--- config.mk ---
export PLATFORM = sky130hd
export DESIGN_NAME = mcdt_arbiter
export DESIGN_NICKNAME = d
export VERILOG_FILES = /design/src/rtl/mcdt_arbiter.sv
export SDC_FILE = /design/constraint.sdc
export NUM_CORES = 1
export LEC_CHECK = 0
export ABC_AREA = 1
export CORE_AREA = 2 2 84 86
export CTS_CLUSTER_SIZE = 8
export DETAILED_ROUTE_END_ITERATION = 10
export DIE_AREA = 0 0 86 88
export GPL_ROUTABILITY_DRIVEN = 0
export PLACE_DENSITY = 0.81
export SKIP_CTS_REPAIR_TIMING = 1
export SYNTH_ARGS = -nofsm -noshare
export SYNTH_HDL_FRONTEND = slang
export SYNTH_SLANG_ARGS = --single-unit
--- constraint.sdc ---
create_clock -name clk_i -period 2.7 [get_ports clk_i]
set_clock_uncertainty 0.15 [all_clocks]
set_input_delay 0.27 -clock clk_i [delete_from_list [all_inputs] [get_ports clk_i]]
set_output_delay 0.27 -clock clk_i [all_outputs]
set_load 0.05 [all_outputs]
--- src/rtl/mcdt_arbiter.sv ---
// MCDT channel scheduler: picks one of three show-ahead FIFOs per burst (round-robin
// or fixed priority), pops up to BURST_LEN words and drives a registered valid/ready port.
module mcdt_arbiter #(
  parameter int DW        = 32,
  parameter int BURST_LEN = 4
) (
  input  logic          clk_i,
  input  logic          rstn_i,
  input  logic [DW-1:0] ch0_data_i,
  input  logic          ch0_val_i,
  output logic          ch0_pop_o,
  input  logic          ch0_en_i,
  input  logic [1:0]    ch0_prio_i,
  input  logic [DW-1:0] ch1_data_i,
  input  logic          ch1_val_i,
  output logic          ch1_pop_o,
  input  logic          ch1_en_i,
  input  logic [1:0]    ch1_prio_i,
  input  logic [DW-1:0] ch2_data_i,
  input  logic          ch2_val_i,
  output logic          ch2_pop_o,
  input  logic          ch2_en_i,
  input  logic [1:0]    ch2_prio_i,
  input  logic          arb_mode_i,
  output logic [DW-1:0] mcdt_data_o,
  output logic          mcdt_val_o,
  output logic [1:0]    mcdt_id_o,
  input  logic          mcdt_rdy_i
);

  localparam int            CW        = $clog2(BURST_LEN) + 1;
  localparam logic [CW-1:0] LAST_BEAT = CW'(BURST_LEN - 1);

  typedef enum logic {IDLE, GRANT} state_t;

  state_t          state, state_nxt;
  logic [1:0]      rr_ptr, gnt_id, win_id, best_p;
  logic [CW-1:0]   beat_cnt;
  logic [3:0]      req;
  logic [3:0][1:0] prio;
  logic [2:0]      idx;
  logic [DW-1:0]   gnt_data;
  logic [2:0]      pops;
  logic            found, can_load, pop, rel;

  // Slot 3 is a constant non-requester so a 2-bit gnt_id can index safely.
  assign req  = {1'b0, ch2_val_i & ch2_en_i, ch1_val_i & ch1_en_i, ch0_val_i & ch0_en_i};
  assign prio = {2'd0, ch2_prio_i, ch1_prio_i, ch0_prio_i};

  // Fixed mode: strict '>' keeps the lowest index on ties.
  // RR mode: scan backwards so the candidate closest to rr_ptr is written last.
  always_comb begin
    win_id = 2'd0;
    best_p = 2'd0;
    found  = 1'b0;
    idx    = 3'd0;
    if (arb_mode_i) begin
      for (int i = 0; i < 3; i++)
        if (req[i] && (!found || prio[i] > best_p)) begin
          win_id = 2'(i);
          best_p = prio[i];
          found  = 1'b1;
        end
    end else begin
      for (int i = 2; i >= 0; i--) begin
        idx = {1'b0, rr_ptr} + 3'(i);
        if (idx >= 3'd3) idx = idx - 3'd3;
        if (req[idx[1:0]]) win_id = idx[1:0];
      end
    end
  end

  always_comb begin
    case (gnt_id)
      2'd0:    gnt_data = ch0_data_i;
      2'd1:    gnt_data = ch1_data_i;
      default: gnt_data = ch2_data_i;
    endcase
  end

  assign can_load = !mcdt_val_o || mcdt_rdy_i;
  assign pop      = (state == GRANT) && req[gnt_id] && can_load;
  // A stall alone never releases; only an empty/disabled channel or the final beat does.
  assign rel      = (state == GRANT) && (!req[gnt_id] || (pop && beat_cnt == LAST_BEAT));

  always_ff @(posedge clk_i or negedge rstn_i) begin
    if (!rstn_i) state <= IDLE;
    else         state <= state_nxt;
  end

  always_comb begin
    state_nxt = state;
    case (state)
      IDLE:    if (|req) state_nxt = GRANT;
      GRANT:   if (rel)  state_nxt = IDLE;
      default:           state_nxt = IDLE;
    endcase
  end

  for (genvar n = 0; n < 3; n++) begin : g_pop
    assign pops[n] = pop && (gnt_id == 2'(n));
  end

  always_comb begin
    ch0_pop_o = pops[0];
    ch1_pop_o = pops[1];
    ch2_pop_o = pops[2];
  end

  always_ff @(posedge clk_i or negedge rstn_i) begin
    if (!rstn_i) begin
      rr_ptr      <= 2'd0;
      gnt_id      <= 2'd0;
      beat_cnt    <= '0;
      mcdt_data_o <= '0;
      mcdt_val_o  <= 1'b0;
      mcdt_id_o   <= 2'd0;
    end else begin
      if (state == IDLE && |req) begin
        gnt_id   <= win_id;
        beat_cnt <= '0;
      end
      if (pop) beat_cnt <= beat_cnt + CW'(1);
      if (rel) rr_ptr <= (gnt_id == 2'd2) ? 2'd0 : gnt_id + 2'd1;
      if (pop) begin
        mcdt_data_o <= gnt_data;
        mcdt_id_o   <= gnt_id;
        mcdt_val_o  <= 1'b1;
      end else if (mcdt_rdy_i) begin
        mcdt_val_o  <= 1'b0;
      end
    end
  end

endmodule
# Word-level counts from Yosys, hierarchy flattened
# Cells that the tools add are included.
[totals]
ram_bits = 0
latchBits = 0
in_bits = 112
wordCells = 89
mem_count = 0
rom_bits = 0
reg_bits = 43
[op_classes]
order_cmp = 9
n_eq_ne = 3
n_reduce_logical = 22
muxes = 37
div_mod_pow = 0
n_addsub = 7
n_bitwise = 4
n_mul = 0
shifts = 0
[ops]
columns = ["op", "count"]
rows = [
  ["$pmux W32 S2", 1],
  ["$mux W2", 16],
  ["$mux W1", 13],
  ["$lt A2 B3 Y1 const B", 4],
  ["$logic_and A1 B1 Y1", 10],
  ["$bmux W1 S2", 4],
  ["$ge A3 B2 Y1 const B", 2],
  ["$mux W3", 2],
  ["$sub A2 B2 Y2 const B", 3],
  ["$gt A2 B2 Y1", 2],
  ["$logic_not A1 Y1", 4],
  ["$logic_or A1 B1 Y1", 4],
  ["$reduce_bool A2 Y1", 2],
  ["$add A2 B1 Y3 const B", 1],
  ["$add A2 B2 Y3 const B", 1],
  ["$add A3 B1 Y3 const B", 1],
  ["$and A1 B1 Y1", 3],
  ["$eq A3 B2 Y1 const B", 1],
  ["$reduce_or A3 Y1", 1],
  ["$add A2 B1 Y2 const B", 1],
  ["$eq A2 B1 Y1 const B", 1],
  ["$eq A2 B2 Y1 const B", 1],
  ["$ge A2 B2 Y1 const B", 1],
  ["$logic_not A2 Y1", 1],
  ["2 further kinds", 2],
]

# Logic depth before layout (Yosys ltp)
# Gate-level depths: netlist (run 1).
[logic_depth]
ltp_word = 13
mapped_depth = 22
mapped_depth_nobuf = 22

# Worst setup path after synthesis (run 1)
# No wires, ideal clock.
[synth_path]
path_type = "in2reg"
from = "input ch0_val_i"
to = "register gnt_id[0]"
arrival_ns = 2.024
setup_ns = 0.077
path_stages = 21
path_slack_ns = 0.449
cell_sequence = "nand2_1 inv_1 nand2_1 ha_1 inv_1 nor2_1 o21ai_0 nand2_1 nand2_1 nand2_1 o21ai_0 ha_1 nand2_1 nand2_1 nand2_1 nand2_1 nand2_1 nand2_1 nor2_1 nor2_1 a21oi_1"
[synth_via]
elab_chain_len = 13
[synth_rtl]
columns = ["element", "line_no", "text"]
rows = [
  ["start: declaration", "10", "input logic ch0_val_i,"],
  ["$and A1 B1 Y1 *", "47", "assign req = {1'b0, ch2_val_i & ch2_en_i, ch1_val_i & ch1_en_i, ch0_val_i & ch0_en_i};"],
  ["$mux W2 or $mux W1 (tied branches)", "59", "if (req[i] && (!found || prio[i] > best_p)) begin"],
  ["$mux W2 or $mux W1 (tied branches)", "57", "if (arb_mode_i) begin"],
  ["$gt A2 B2 Y1 or $logic_not A1 Y1 (tied branches)", "59", ""],
  ["$logic_or A1 B1 Y1", "59", ""],
  ["$logic_and A1 B1 Y1", "59", ""],
  ["$mux W2 or $mux W1 (tied branches)", "59", ""],
  ["$mux W2 or $mux W1 (tied branches)", "57", ""],
  ["$gt A2 B2 Y1 or $logic_not A1 Y1 (tied branches)", "59", ""],
  ["$logic_or A1 B1 Y1", "59", ""],
  ["$logic_and A1 B1 Y1", "59", ""],
  ["$mux W2", "59", ""],
  ["$mux W2", "57", ""],
  ["end signal: assignment", "120", "gnt_id <= win_id;"],
  ["end: declaration", "37", "logic [1:0] rr_ptr, gnt_id, win_id, best_p;"],
]
# Mark *: on every way between the ends. The rest lies on a longest branch, timed or not. The select of a mux whose other input is x is not followed.
# A chain may end at the register's enable or synchronous reset.

# Final worst setup path (run 1)
[layout_path]
from = "input ch0_prio_i[1]"
to = "register gnt_id[0]"
[layout_via]
elab_chain_len = 12
[layout_rtl]
columns = ["element", "line_no", "text"]
rows = [
  ["start: declaration", "13", "input logic [1:0] ch0_prio_i,"],
  ["$mux W2 *", "59", ""],
  ["$mux W2 *", "57", ""],
  ["$gt A2 B2 Y1", "59", ""],
  ["$logic_or A1 B1 Y1", "59", ""],
  ["$logic_and A1 B1 Y1", "59", ""],
  ["$mux W2 or $mux W1 (tied branches)", "59", ""],
  ["$mux W2 or $mux W1 (tied branches)", "57", ""],
  ["$gt A2 B2 Y1 or $logic_not A1 Y1 (tied branches)", "59", ""],
  ["$logic_or A1 B1 Y1", "59", ""],
  ["$logic_and A1 B1 Y1", "59", ""],
  ["$mux W2 *", "59", ""],
  ["$mux W2 *", "57", ""],
]
# Marks and branches as above.

==> reports/summary.json, run 1 <==
{
  "run_status": {
    "outcome": "finished, violations left",
    "violations": "negative hold slack"
  },
  "critical_path": {
    "worst-r2r-setup-slack_ns": 0.57,
    "startpoint_to_endpoint_class_of_the_critical_path": "primary input to register",
    "worst_path_most_repeated_cell": "nand2_1",
    "critical_path_cell_by_cell": "clkdlybuf4s50_1, nand2_2, ha_4, inv_1, nor2_1, o21ai_1, nand2_1, nand2_2, nand2_1, o21ai_1, ha_1, nand2_1, nand2_1, nand2_1, nand2_1, nand2_1, nand2_1, nor2_1, nor2_1, a21oi_1",
    "crit_slowest_cell": "clkdlybuf4s50_1",
    "critPathArrivalTime_ns": 2.51,
    "timing.critical_path.slowest_cell_delay_ns": 0.47,
    "start_kind": "primary input",
    "critical_path_buf_inv_count": 2,
    "cpLargestDelayFamily": "simple AND/OR/NAND/NOR gates",
    "reg2regPathDepth": 7,
    "reg2reg_to": "mcdt_data_o[8]",
    "path_depth": 20,
    "critical_path.reg2reg.startpoint": "gnt_id[1]",
    "path_max_fanout": 5,
    "timing.critical_path.to_type": "register",
    "worstPathRequired_ns": 2.76
  },
  "logic_synthesis": {
    "ys_ff_latch": 43,
    "yosysWarnings": 0,
    "synthesis.area_per_instance_sq_um": 6.664,
    "synth.distinct_cells": 23,
    "synthesis.nets": 525,
    "synth_cells": 405,
    "syn_area_sq_um": 2699,
    "share_of_the_yosys_chip_area_belonging_to_registers": 0.3987
  },
  "cts": {
    "clock_latency_ns": 0.28,
    "htree_levels": 2,
    "clk_root_buffer_cell": "clkbuf_8",
    "cts_buffers": 5,
    "cts.sink_count": 43,
    "max-clock-path-buffers": 2,
    "cts_tree": "yes",
    "worst_setup_hold_path_clk_slew_ns": 0.07
  },
  "sta": {
    "slew_headroom": 0.3758,
    "drv_slew": 0,
    "min_period_over_period": 0.9089,
    "max_freq_ghz": 0.4075,
    "setup_tns_ns": 0,
    "setup_viol_count_final": 0,
    "worst_hold_slack_ns": -0.02083,
    "fin_crit_ns": 2.454,
    "max_slew.worst_pin.slew_ns": 0.9363,
    "final-hold-violation-count": 42,
    "timing.final.ws_setup_ns": 0.2460,
    "grt_setup_unrepaired": "no"
  },
  "layout": {
    "most-common-layout-cells": "nand2_1, clkdlybuf4s50_1, nand3_1",
    "mostFrequentLayoutCell": "nand2_1",
    "num_antenna_cells": 0,
    "post_route_cells_drive_above_1_share": 0.06171,
    "final_net_count": 672,
    "finalInstanceArea_sq_um": 4392,
    "post-route-util": 0.6610,
    "syn2layout_area_growth_pct": 62.73
  },
  "run": {
    "max_cap_violations": 0
  },
  "placed_design": {
    "postPlaceCellArea_sq_um": 4274,
    "dpl_ws_ns": -0.2448,
    "dp_hpwl_mm": 6.347,
    "port-buffer-count": 149
  },
  "drt": {
    "postRouteAntennaNets": 0,
    "avgViaCountPerCell": 4.913,
    "first_pass_iters": 4,
    "routedWlPerCell_um": 13.54,
    "vias": 3100,
    "totalWireLength_mm": 8.541,
    "drt-initial-drc-count": 139,
    "drcViolationCount": 0
  },
  "floorplan": {
    "die-area_sq_um": 7568,
    "ioPinCount": 150,
    "rows": 30,
    "initial_core_util": 0.4062,
    "die_h_um": 88,
    "core_sq_um": 6644,
    "x_dimension_of_the_die_um": 86
  },
  "grt": {
    "grt_remaining_overflow": 0,
    "antenna_found_initial": 0,
    "maximum_number_of_pins_on_one_net_before_global_route_repair": 44,
    "grt_pass1_vias": 3001,
    "globalRouteTotalUtil": 0.2268,
    "grt_first_pass_wirelength_mm": 13.60
  },
  "power_and_ir_drop": {
    "sequentialPowerShare": 0.239,
    "comb_power_share": 0.684,
    "p_total_mw": 4.722,
    "power.leakage_nw": 2.147,
    "power_per_cell_area_nw_per_um2": 1075,
    "pwr-share-clk": 0.077,
    "ir_worst_vdd_uv": 548.2,
    "power_switching_share": 0.5316,
    "power_report.internal_total_mw": 2.212,
    "p_switching_mw": 2.511
  },
  "worst_hold_path": {
    "hold_path.class": "primary input to asynchronous set/reset pin"
  }
}
==> worst max path at each step <==
stage	startpoint	slack [ns]	to
2_1_floorplan	ch0_val_i	0.45	gnt_id[0]
3_3_place_gp	ch0_val_i	-0.08	gnt_id[0]
3_5_place_dp	ch0_en_i	-0.24	gnt_id[0]
4_1_cts	ch0_en_i	0.06	gnt_id[0]
5_1_grt	ch0_prio_i[1]	0.03	gnt_id[0]
6_report	ch0_prio_i[1]	0.25	gnt_id[0]
==> worst register-to-register path, delay by kind of cell, from the launching register on <==
kind,cells,cell delay [ns]
buf+inv,2,0.80
simple gates,4,0.55
flops,1,0.46
compound gates,1,0.13
==> Yosys cell counts <==
cell type	number	area share
nand2_2	1	0.0023
buf_2	3	0.0056
inv_4	1	0.0023
buf_1	3	0.0042
a221oi_1	1	0.0032
nor2_4	2	0.0083
nand2_1	199	0.28
o21ai_0	10	0.019
buf_4	3	0.0083
buf_6	3	0.013
ha_1	8	0.037
inv_1	24	0.033
nor2_1	14	0.019
clkbuf_1	9	0.013
o21ai_2	1	0.0032
a21oi_1	4	0.0074
nand3_1	67	0.12
o31ai_1	1	0.0028
inv_2	2	0.0028
nand3_4	1	0.0065
o22ai_1	1	0.0023
dfrtp_1	43	0.40
o21ai_1	4	0.0074
==> flip-flops by register name, summed over array words and instances, names as in the netlist <==
register     count
beat_cnt         3
mcdt_id_o        2
rr_ptr           2
gnt_id           2
mcdt_data_o     32
state            1
mcdt_val_o       1
==> metal layers <==
| layer | up-vias | global-route usage | wire length (um) |
|---|---|---|---|
| li1 | 1566 | - | - |
| met1 | 1412 | 0.2608 | 3430 |
| met2 | 107 | 0.4080 | 4268 |
| met3 | 15 | 0.06126 | 623 |
| met4 | 0 | 0.07648 | 218 |
| met5 | - | 0 | 0 |
==> final cells by class <==
type | instances | area [sq um]
fillers | 607 | 2252
repair buffers | 161 | 1612
clock buffers | 6 | 72.57
multi-input cells | 314 | 1428
flip-flops and latches | 43 | 1076
inverters | 27 | 103.9
well taps | 80 | 100.1
==> power groups by stage <==
stage	clock network [mW]	logic, mW	registers, mW
6_report	0.363	3.23	1.13
5_1_grt	0.404	3.52	1.18
4_1_cts	0.376	3.26	1.13
3_5_place_dp	0	3.25	1.14
3_3_place_gp	0	3.20	1.13
2_1_floorplan	0	1.45	1.89
==> stage by stage <==
step	std cells	hold WS [ns]
finish	631	-0.02083
global placement	623	0.3096
floorplan	405	-0.1756
global route	631	0.04889
detailed placement	623	0.3136
CTS	629	0.01075
==> cells by family after synthesis <==
kind of cell               synth area share
and+or+nand+nor                      0.4376
DFF                                  0.3987
buffers and inverters               0.08159
adders and majority gates           0.03709
AOI/OAI and AO/OA                   0.04497
Note: power is estimated with default switching activity, not from simulation.
==> run 2: changes to the inputs <==
--- a/config.mk
+++ b/config.mk
@@ -11,7 +11,7 @@
 export DETAILED_ROUTE_END_ITERATION = 10
 export DIE_AREA = 0 0 86 88
 export GPL_ROUTABILITY_DRIVEN = 0
-export PLACE_DENSITY = 0.81
+export PLACE_DENSITY = 0.84
 export SKIP_CTS_REPAIR_TIMING = 1
 export SYNTH_ARGS = -nofsm -noshare
 export SYNTH_HDL_FRONTEND = slang
==> run 2 against run 1 <==
  * The run still ends with negative hold slack left
  * Sequential power increased by 4%
  * Critical endpoint unchanged
  * Die area unchanged
  * Count of clock-buffer cells in the layout decreased by 1
  * Final area increased by 1.3%
==> reports/summary.json, run 2 (synthesis results as in run 1) <==
{
  "run_status": {
    "outcome": {"value": "finished, violations left", "change": "unchanged"},
    "violations": {"value": "negative hold slack", "change": "unchanged"}
  },
  "grt": {
    "grt_remaining_overflow": {"value": 0, "change": "unchanged"},
    "antenna_found_initial": {"value": 0, "change": "unchanged"},
    "grt_first_pass_wirelength": {"value": 13.79, "unit": "mm", "change": "was 13.60 mm"},
    "globalRouteTotalUtil": {"value": 0.2300, "change": "was 0.2268"},
    "maximum_number_of_pins_on_one_net_before_global_route_repair": {"value": 44, "change": "unchanged"},
    "grt_pass1_vias": {"value": 3030, "change": "was 3001"}
  },
  "critical_path": {
    "startpoint_to_endpoint_class_of_the_critical_path": {"value": "primary input to register", "change": "unchanged"},
    "crit_slowest_cell": {"value": "clkdlybuf4s50_1", "change": "unchanged"},
    "start_kind": {"value": "primary input", "change": "unchanged"},
    "timing.critical_path.slowest_cell_delay": {"value": 0.49, "unit": "ns", "change": "was 0.47 ns"},
    "path_max_fanout": {"value": 5, "change": "unchanged"},
    "cpLargestDelayFamily": {"value": "simple AND/OR/NAND/NOR gates", "change": "unchanged"},
    "timing.critical_path.to_type": {"value": "register", "change": "unchanged"},
    "worst_path_most_repeated_cell": {"value": "nand2_1", "change": "unchanged"},
    "critPathArrivalTime": {"value": 2.55, "unit": "ns", "change": "was 2.51 ns"},
    "critical_path_buf_inv_count": {"value": 2, "change": "unchanged"},
    "worstPathRequired": {"value": 2.77, "unit": "ns", "change": "was 2.76 ns"},
    "critical_path_cell_by_cell": {"value": "clkdlybuf4s50_1, inv_1, nor2_4, ha_1, nand2_1, o21ai_0, nand2_1, nand2_2, nand2_1, o21ai_1, ha_1, nand2_1, nand2_1, nand2_1, nand2_1, nand2_2, nand2_1, nor2_2, nor2_1, a21oi_1", "change": "was clkdlybuf4s50_1, nand2_2, ha_4, inv_1, nor2_1, o21ai_1, nand2_1, nand2_2, nand2_1, o21ai_1, ha_1, nand2_1, nand2_1, nand2_1, nand2_1, nand2_1, nand2_1, nor2_1, nor2_1, a21oi_1"}
  },
  "sta": {
    "worst_hold_slack": {"value": -0.03461, "unit": "ns", "change": "was -0.02083 ns"},
    "max_slew.worst_pin.slew": {"value": 0.9423, "unit": "ns", "change": "was 0.9363 ns"},
    "slew_headroom": {"value": 0.3718, "change": "was 0.3758"},
    "setup_tns": {"value": 0, "unit": "ns", "change": "unchanged"},
    "fin_crit": {"value": 2.482, "unit": "ns", "change": "was 2.454 ns"},
    "max_freq": {"value": 0.4029, "unit": "GHz", "change": "was 0.4075 GHz"},
    "min_period_over_period": {"value": 0.9192, "change": "was 0.9089"},
    "setup_viol_count_final": {"value": 0, "change": "unchanged"},
    "final-hold-violation-count": {"value": 43, "change": "was 42"},
    "timing.final.ws_setup": {"value": 0.2181, "unit": "ns", "change": "was 0.2460 ns"},
    "drv_slew": {"value": 0, "change": "unchanged"}
  },
  "power_and_ir_drop": {
    "ir_worst_vdd": {"value": 483.5, "unit": "uV", "change": "was 548.2 uV"},
    "power_per_cell_area": {"value": 1116, "unit": "nW/um^2", "change": "was 1075 nW/um^2"},
    "power.leakage": {"value": 2.158, "unit": "nW", "change": "was 2.147 nW"}
  },
  "cts": {
    "clock_latency": {"value": 0.29, "unit": "ns", "change": "was 0.28 ns"},
    "cts_tree": {"value": "yes", "change": "unchanged"},
    "cts.sink_count": {"value": 43, "change": "unchanged"},
    "max-clock-path-buffers": {"value": 2, "change": "unchanged"},
    "htree_levels": {"value": 2, "change": "unchanged"},
    "cts_buffers": {"value": 5, "change": "unchanged"},
    "worst_setup_hold_path_clk_slew": {"value": 0.08, "unit": "ns", "change": "was 0.07 ns"},
    "clk_root_buffer_cell": {"value": "clkbuf_8", "change": "unchanged"}
  },
  "layout": {
    "num_antenna_cells": {"value": 0, "change": "unchanged"},
    "filler_cells_inserted": {"value": 568, "change": "was 607"},
    "multi_input_gate_area": {"value": 1441, "unit": "sq um", "change": "was 1428 sq um"},
    "final_net_count": {"value": 669, "change": "was 672"},
    "regArea": {"value": 1077, "unit": "sq um", "change": "was 1076 sq um"},
    "largest_registers": {"value": "mcdt_data_o: 32 flops, beat_cnt: 3 flops", "change": "unchanged"},
    "largest_register_ffs": {"value": 32, "change": "unchanged"},
    "max_flop_register": {"value": "mcdt_data_o", "change": "unchanged"},
    "finalInstanceArea": {"value": 4448, "unit": "sq um", "change": "was 4392 sq um"},
    "mostFrequentLayoutCell": {"value": "nand2_1", "change": "unchanged"},
    "post_route_cells_drive_above_1_share": {"value": 0.07273, "change": "was 0.06171"},
    "syn2layout_area_growth": {"value": 64.81, "unit": "%", "change": "was 62.73%"},
    "most-common-layout-cells": {"value": "nand2_1, clkdlybuf4s50_1, nand3_1", "change": "unchanged"}
  },
  "floorplan": {
    "x_dimension_of_the_die": {"value": 86, "unit": "um", "change": "unchanged"},
    "ioPinCount": {"value": 150, "change": "unchanged"},
    "die-area": {"value": 7568, "unit": "sq um", "change": "unchanged"},
    "initial_core_util": {"value": 0.4062, "change": "unchanged"},
    "core": {"value": 6644, "unit": "sq um", "change": "unchanged"},
    "die_h": {"value": 88, "unit": "um", "change": "unchanged"},
    "rows": {"value": 30, "change": "unchanged"}
  },
  "placed_design": {
    "port-buffer-count": {"value": 149, "change": "unchanged"},
    "dp_hpwl": {"value": 6.588, "unit": "mm", "change": "was 6.347 mm"},
    "dpl_ws": {"value": -0.2673, "unit": "ns", "change": "was -0.2448 ns"},
    "postPlaceCellArea": {"value": 4267, "unit": "sq um", "change": "was 4274 sq um"}
  },
  "run": {
    "max_cap_violations": {"value": 0, "change": "unchanged"}
  },
  "drt": {
    "first_pass_iters": {"value": 4, "change": "unchanged"},
    "routedWlPerCell": {"value": 13.80, "unit": "um", "change": "was 13.54 um"},
    "totalWireLength": {"value": 8.697, "unit": "mm", "change": "was 8.541 mm"},
    "drt-initial-drc-count": {"value": 173, "change": "was 139"},
    "vias": {"value": 3117, "change": "was 3100"},
    "drcViolationCount": {"value": 0, "change": "unchanged"},
    "postRouteAntennaNets": {"value": 0, "change": "unchanged"},
    "avgViaCountPerCell": {"value": 4.948, "change": "was 4.913"}
  },
  "worst_hold_path": {
    "hold_path.class": {"value": "primary input to asynchronous set/reset pin", "change": "unchanged"}
  }
}
run 2: cell types whose count changed in the layout (fill, tap and decap cells not counted), moves of 2 or more:
| cell | delta |
|---|---|
| buf_4 | -3 |
| bufinv_16 | +2 |
| nand2_1 | -2 |
| nand2_2 | +2 |
run 2: metrics by stage:
step,power (mW),utilization,std cells
final,4.963,0.6695,630
after global routing,5.319,0.6695,630
after global placement,4.314,0.6422,622
after detailed placement,4.385,0.6422,622
after CTS,4.996,0.6627,630
after floorplan,3.335,-,405
run 2: area by class of cell:
type,count,area share
Clock buffer,5,0.01547
Timing Repair Buffer,158,0.3572
Multi-Input combinational cell,314,0.3240
Inverter,27,0.02335
Clock inverter,3,0.01519
Sequential cell,43,0.2422
Tap cell,80,0.02250
run 2: final timing paths:
| kind | start | to | slack (ns) | cells past startpoint |
|---|---|---|---|---|
| min in group clk_i | mcdt_data_o[7] | mcdt_data_o[7] | 0.33 | 2 |
| max in group asynchronous | rstn_i | gnt_id[1] | 1.79 | 1 |
| worst max register to register | gnt_id[0] | mcdt_data_o[20] | 0.50 | 8 |
| worst max-delay path | ch0_prio_i[0] | gnt_id[0] | 0.22 | 20 |
| worst min register to register | mcdt_data_o[7] | mcdt_data_o[7] | 0.33 | 2 |
| worst min-delay path | rstn_i | mcdt_data_o[24] | -0.03 | 1 |
run 2: power breakdown:
part           switching (mW)  internal, mW  total [mW]
Clock                   0.222         0.369       0.591
Combinational            2.10          1.10        3.20
Sequential              0.237         0.937        1.17
run 2: per-layer routing:
layer  vias up  GRT usage  share of wire
met1      1431     0.2573           0.40
met2       107     0.4278           0.52
met5         -          0              0
met3        18    0.06692          0.068
li1       1561          -              -
met4         0    0.05916          0.019
